<file path="config.mk">
export PLATFORM = sky130hd
export DESIGN_NAME = spi_cmd_handler
export DESIGN_NICKNAME = d
export VERILOG_FILES = /design/src/rtl/spi_cmd_handler.sv
export SDC_FILE = /design/constraint.sdc
export NUM_CORES = 1
export LEC_CHECK = 0
export ABC_AREA = 0
export CORE_UTILIZATION = 38
export DETAILED_ROUTE_END_ITERATION = 8
export PLACE_DENSITY_LB_ADDON = 0.05
export SETUP_SLACK_MARGIN = 0.02
export SLEW_MARGIN = 10
export SYNTH_ARGS = -nofsm -noshare
export SYNTH_HDL_FRONTEND = slang
export SYNTH_SLANG_ARGS = --single-unit
</file>
<file path="constraint.sdc">
create_clock -name clk -period 4.7 [get_ports clk]
set_input_delay 0.94 -clock clk [delete_from_list [all_inputs] [get_ports clk]]
set_output_delay 0.94 -clock clk [all_outputs]
set_load 0.02 [all_outputs]
</file>
<file path="src/rtl/spi_cmd_handler.sv">
// Command/register stage behind SPI_COMM: decodes frame headers, runs register
// writes, reads and bursts, and returns MISO data and error status to SPI_COMM.
module spi_cmd_handler #(
  parameter int unsigned ADDR_W    = 5,
  parameter int unsigned MAX_BURST = 16
) (
  input  logic              clk,
  input  logic              rst,
  input  logic              EoB,
  input  logic [7:0]        DATA_out,
  input  logic              busy,
  input  logic              err_out,
  input  logic [7:0]        STATUS,
  output logic [7:0]        DATA_in,
  output logic              err_in,
  output logic              wr_stb,
  output logic [ADDR_W-1:0] wr_addr,
  output logic [7:0]        wr_data,
  output logic [7:0]        frame_cnt
);

  localparam int unsigned Depth = 2 ** ADDR_W;
  localparam int unsigned BW    = $clog2(MAX_BURST + 1);

  localparam logic [1:0] StIdle = 2'd0;
  localparam logic [1:0] StHdr  = 2'd1;
  localparam logic [1:0] StData = 2'd2;
  localparam logic [1:0] StErr  = 2'd3;

  logic [1:0]        state_q, state_d;
  logic              busy_q;
  logic              sec_q, sec_d, rd_q, rd_d, fmt_q, fmt_d;
  logic [ADDR_W-1:0] addr_q, addr_d;
  logic [BW-1:0]     beats_q, beats_d;
  logic [7:0]        ptr_q, ptr_d;
  logic              ptr_valid_q, ptr_valid_d;
  logic [7:0]        data_in_q, data_in_d;
  logic              err_in_q, err_in_d;
  logic              wr_stb_q, wr_stb_d;
  logic [ADDR_W-1:0] wr_addr_q, wr_addr_d;
  logic [7:0]        wr_data_q, wr_data_d;
  logic [7:0]        frame_cnt_q, frame_cnt_d;
  logic [7:0]        mem_q [Depth];
  logic              we;

  logic              busy_rise, busy_fall, err_hit, go_err;
  logic [ADDR_W-1:0] base, addr_inc;
  logic [7:0]        hdr_rd, next_rd;

  assign busy_rise = busy & ~busy_q;
  assign busy_fall = ~busy & busy_q;
  assign err_hit   = err_out && (state_q != StIdle);
  assign base      = ptr_valid_q ? ptr_q[ADDR_W-1:0] : ADDR_W'(DATA_out[7:3]);
  assign addr_inc  = addr_q + ADDR_W'(1);
  // Address 0 is the read-only STATUS byte, never the register file.
  assign hdr_rd    = (base == '0) ? STATUS : mem_q[base];
  assign next_rd   = (addr_inc == '0) ? STATUS : mem_q[addr_inc];

  always_comb begin
    state_d     = state_q;
    sec_d       = sec_q;
    rd_d        = rd_q;
    fmt_d       = fmt_q;
    addr_d      = addr_q;
    beats_d     = beats_q;
    ptr_d       = ptr_q;
    ptr_valid_d = ptr_valid_q;
    data_in_d   = data_in_q;
    err_in_d    = err_in_q;
    wr_stb_d    = 1'b0;
    wr_addr_d   = wr_addr_q;
    wr_data_d   = wr_data_q;
    frame_cnt_d = frame_cnt_q;
    we          = 1'b0;
    go_err      = err_hit;

    case (state_q)
      StIdle: begin
        if (busy_rise) state_d = StHdr;
      end
      StHdr: begin
        if (EoB && !err_hit) begin
          sec_d       = DATA_out[2];
          rd_d        = DATA_out[1];
          fmt_d       = DATA_out[0];
          addr_d      = base;
          beats_d     = '0;
          ptr_valid_d = 1'b0;
          err_in_d    = 1'b0;
          state_d     = StData;
          if (DATA_out[1]) data_in_d = hdr_rd;
        end
      end
      StData: begin
        if (EoB && !err_hit) begin
          if ((!fmt_q && beats_q != '0) || (beats_q == BW'(MAX_BURST))) begin
            go_err = 1'b1;
          end else if (sec_q) begin
            ptr_d       = DATA_out;
            ptr_valid_d = 1'b1;
            beats_d     = beats_q + BW'(1);
          end else if (rd_q) begin
            data_in_d = next_rd;
            beats_d   = beats_q + BW'(1);
            if (fmt_q) addr_d = addr_inc;
          end else if (addr_q == '0) begin
            go_err = 1'b1;
          end else begin
            we        = 1'b1;
            wr_stb_d  = 1'b1;
            wr_addr_d = addr_q;
            wr_data_d = DATA_out;
            beats_d   = beats_q + BW'(1);
            if (fmt_q) addr_d = addr_inc;
          end
        end
      end
      default: ;
    endcase

    if (go_err) begin
      state_d  = StErr;
      err_in_d = 1'b1;
    end
    if (err_out && state_q == StIdle) err_in_d = 1'b1;

    // Frame end is evaluated after any same-cycle byte has been applied.
    if (busy_fall && state_q != StIdle) begin
      if (state_d == StData && beats_d != '0) begin
        frame_cnt_d = frame_cnt_q + 8'd1;
      end else if (state_d != StErr) begin
        err_in_d = 1'b1;
      end
      state_d   = StIdle;
      data_in_d = 8'h00;
    end
  end

  always_ff @(posedge clk or negedge rst) begin
    if (!rst) begin
      state_q     <= StIdle;
      busy_q      <= 1'b0;
      sec_q       <= 1'b0;
      rd_q        <= 1'b0;
      fmt_q       <= 1'b0;
      addr_q      <= '0;
      beats_q     <= '0;
      ptr_q       <= 8'h00;
      ptr_valid_q <= 1'b0;
      data_in_q   <= 8'h00;
      err_in_q    <= 1'b0;
      wr_stb_q    <= 1'b0;
      wr_addr_q   <= '0;
      wr_data_q   <= 8'h00;
      frame_cnt_q <= 8'h00;
    end else begin
      state_q     <= state_d;
      busy_q      <= busy;
      sec_q       <= sec_d;
      rd_q        <= rd_d;
      fmt_q       <= fmt_d;
      addr_q      <= addr_d;
      beats_q     <= beats_d;
      ptr_q       <= ptr_d;
      ptr_valid_q <= ptr_valid_d;
      data_in_q   <= data_in_d;
      err_in_q    <= err_in_d;
      wr_stb_q    <= wr_stb_d;
      wr_addr_q   <= wr_addr_d;
      wr_data_q   <= wr_data_d;
      frame_cnt_q <= frame_cnt_d;
    end
  end

  always_ff @(posedge clk or negedge rst) begin
    if (!rst) begin
      for (int i = 0; i < int'(Depth); i++) mem_q[i] <= 8'h00;
    end else if (we) begin
      mem_q[addr_q] <= DATA_out;
    end
  end

  assign DATA_in   = data_in_q;
  assign err_in    = err_in_q;
  assign wr_stb    = wr_stb_q;
  assign wr_addr   = wr_addr_q;
  assign wr_data   = wr_data_q;
  assign frame_cnt = frame_cnt_q;

endmodule
</file>
==> qor.csv <==
stage,metric,value,unit
setup_path,Worst Setup SP,DATA_out[6],
clock_tree,total CTS buffers,39,
power_and_ir_drop,Comb power frac,38.2,%
power_and_ir_drop,Clk network pwr share,29.0,%
cells_and_area,ant diodes,0,
logic_synthesis,Netlist Area Pre-Place,16900,um2
drt,Total Wirelength,58900,um
sta,final hold violation count,0,
clock_tree,CTS max path bufs,3,
sta,final worst-path cycle share,75.4,%
placed_design,Port Buf Inserts,51,
placed_design,placed cell areas,18400,um2
setup_path,crit-path max FO,16,
drt,initial drt markers,1255,
drt,vias per cell,5.96,
cells_and_area,Nets,1541,
floorplan,io pins,52,
logic_synthesis,#FFs+latches synth,309,
setup_path,WS Path Type,in2reg,
worst_hold_path,Hold Startpoint,mem_q[249],
logic_synthesis,sequential fraction of the synthesis area,45.7,%
placed_design,hpwl dp,39400,um
drt,Final ANT Viol Nets,0,
clock_tree,"Reg clk slew, reported paths",0.06,ns
cells_and_area,"Design Area, Final",19800,um2
drt,Pre-antenna DRT Iters,5,
power_and_ir_drop,Psw,4.32,mW
sta,max-slew violation count,0,
logic_synthesis,Post-synth top flop,dfrtp_1,
cells_and_area,most frequent cells in the layout,"308 x dfrtp_1, 246 x mux2_2, 216 x nand2_1, 108 x nand3_1, 73 x mux4_2",
global_route,largest net degree at the start of global routing,102,
clock_tree,CTS root buf,clkbuf_16,
global_route,Tot GR Track Use,26.9,%
global_route,vias in the first global route,12656,
sta,RSZ-0062 raised after global routing,false,
setup_path,Worst EP required,5.16,ns
drt,Post-route DRC,0,
sta,Peak Freq,0.282,GHz
setup_path,CP Capture Type,flop,
cells_and_area,final core occ,45.4,%
logic_synthesis,"Distinct cells, synth",67,
logic_synthesis,yosys warns,0,
floorplan,std cell rows,76,
sta,setup violators final,0,
global_route,initial antenna violation count,1,
global_route,Congestion Overflow GR,0,
worst_hold_path,HP Class,reg2reg,
logic_synthesis,Mapped Cells,1465,
logic_synthesis,largest cells by area after synthesis,"dfrtp_1 46%, mux2_2 16%, mux4_2 9.7%",
drt,via count,12661,
clock_tree,clk sink count,309,
logic_synthesis,Syn Area/Cell,11.5,um2
power_and_ir_drop,power per cell area,573,nW/um2
floorplan,core area,43500,um2
cells_and_area,layout cells sized above 1,30.0,%
setup_path,Worst setup SP type,input port,
job,max-cap violations,0,
power_and_ir_drop,Reg power frac,32.8,%
floorplan,die height,213,um
power_and_ir_drop,Leak,8.85,nW
global_route,first-pass GRT wire length,88500,um
placed_design,GPL Wtd Cong,0.889,
clock_tree,CTS tree,done,
clock_tree,total setup buffers inserted after CTS,0,
drt,drt wl/cell,27.7,um
logic_synthesis,leading area contributor after synthesis,dfrtp_1,
logic_synthesis,number of synthesized flops with an enable pin,0,
outcome,status,"complete, no violations",
cells_and_area,"most common cell after layout, fill and taps aside",dfrtp_1,
floorplan,initial core utilization,38.9,%
clock_tree,Clock Latency Late Sink,0.56,ns
logic_synthesis,ys async rst share,100,%
setup_path,Crit path arrival time,4.00,ns
clock_tree,htree depth,2,
sta,Tmin final,3.54,ns
logic_synthesis,top cell type's share of synthesized area,45.7,%
clock_tree,post_cts resized,0,
floorplan,Die ar.,45300,um2
setup_path,R2R Path Start,ptr_valid_q,
power_and_ir_drop,Peak VDD IR,412,uV
sta,Slew headroom,21.3,%
sta,clock skew,0.0184,ns
power_and_ir_drop,Sw Share,38.2,%
sta,setup tns final,0,ns
clock_tree,hold buffer count at CTS,0,
power_and_ir_drop,Int Power,6.99,mW
cells_and_area,synthesis-to-layout area growth,16.8,%
logic_synthesis,Mapped Nets,1497,
sta,worst-margin pin slew,1.18,ns
floorplan,die width,213,um
per-stage QoR:
stage	power, mW	hold WS [ns]	std cells	setup slack (ns)
after floorplan	6.21	0.424	1465	0.781
after global placement	8.01	0.373	2053	0.696
after detailed placement	8.03	0.364	2053	0.699
after CTS	11.4	0.378	2124	1.26
after global routing	11.8	0.388	2124	1.09
final	11.3	0.381	2124	1.16
power by group through the flow:
| stage | Sequential [mW] | Clock, mW | Combinational (mW) |
|---|---|---|---|
| final | 3.71 | 3.28 | 4.32 |
| after global routing | 3.78 | 3.47 | 4.56 |
| after CTS | 3.70 | 3.35 | 4.30 |
| after detailed placement | 3.74 | 0 | 4.29 |
| after global placement | 3.74 | 0 | 4.27 |
| after floorplan | 3.63 | 0 | 2.58 |
cells in the mapped netlist (all sizes together), types with 4 or more instances:
library cell,instances
o31ai,4
a221o,4
xor2,4
nand2b,7
a2111oi,8
o22ai,4
inv,15
o21ai,54
nor3b,6
buf,43
a22oi,9
mux4,73
ha,11
o221ai,13
nor2,36
nand3,108
nor2b,5
or3,4
a32oi,17
mux2,248
dfrtp,309
a211oi,5
clkbuf,69
nor3,11
mux2i,69
nand2,216
nor4,4
a21oi,44
and3,4
xnor2,8
and2,5
nand4,5
a32o,4
final cells by class:
cell class,count,area [um2]
fillers,4104,23700
multi-input cells,1029,8710
flip-flops and latches,309,7740
clock buffers,61,1190
repair buffers,115,1120
well taps,585,732
clock inverters,10,200
inverters,15,56.3
flip-flops by register name (all words and copies together), names as in the netlist, 2 cells and up:
signal     flops
mem_q        256
DATA_in        8
frame_cnt      8
wr_data        8
addr_q         5
beats_q        5
ptr_q          5
wr_addr        5
state_q        2
final timing paths:
kind                                    to  slack (ns)  cells past startpoint
worst min register to register  mem_q[249]        0.38                      0
worst min-delay path            mem_q[249]        0.38                      0
worst max-delay path            DATA_in[3]        1.16                      8
worst max register to register  DATA_in[3]        1.30                      9
max in group asynchronous       mem_q[180]        3.20                      2
min in group asynchronous       mem_q[211]        0.44                      1
cells by family (layout without fill, tap and decap cells):
| logic type | after synthesis | in the layout | share of synthesized area, % |
|---|---|---|---|
| XOR/XNOR | 12 | 12 | 0.622 |
| AND/OR/NAND/NOR | 424 | 424 | 11.4 |
| multiplexers | 390 | 390 | 30.4 |
| flip-flops | 309 | 309 | 45.7 |
| AO/OA/AOI/OAI | 192 | 192 | 7.87 |
| adder cells (fa/ha/maj) | 11 | 11 | 0.814 |
| buffers and inverters | 127 | 201 | 3.17 |
metal layers:
| layer | up-vias | part of all wire [%] | track usage [%] |
|---|---|---|---|
| met1 | 6626 | 46 | 39.4 |
| met2 | 442 | 45 | 40.8 |
| li1 | 5514 | - | - |
| met3 | 79 | 5.8 | 3.90 |
| met4 | 0 | 2.6 | 8.53 |
| met5 | - | 0 | 0 |
critical path: stages:
cell and delay (ns):
clkdlybuf4s50_1 0.94, or4_1 0.24, nand2_1 0.26, a21oi_1 0.52, o21ai_0 0.17, a211oi_1 0.60, a211oi_1 0.10, o221ai_1 0.23
(Power assumes the default switching activity.)
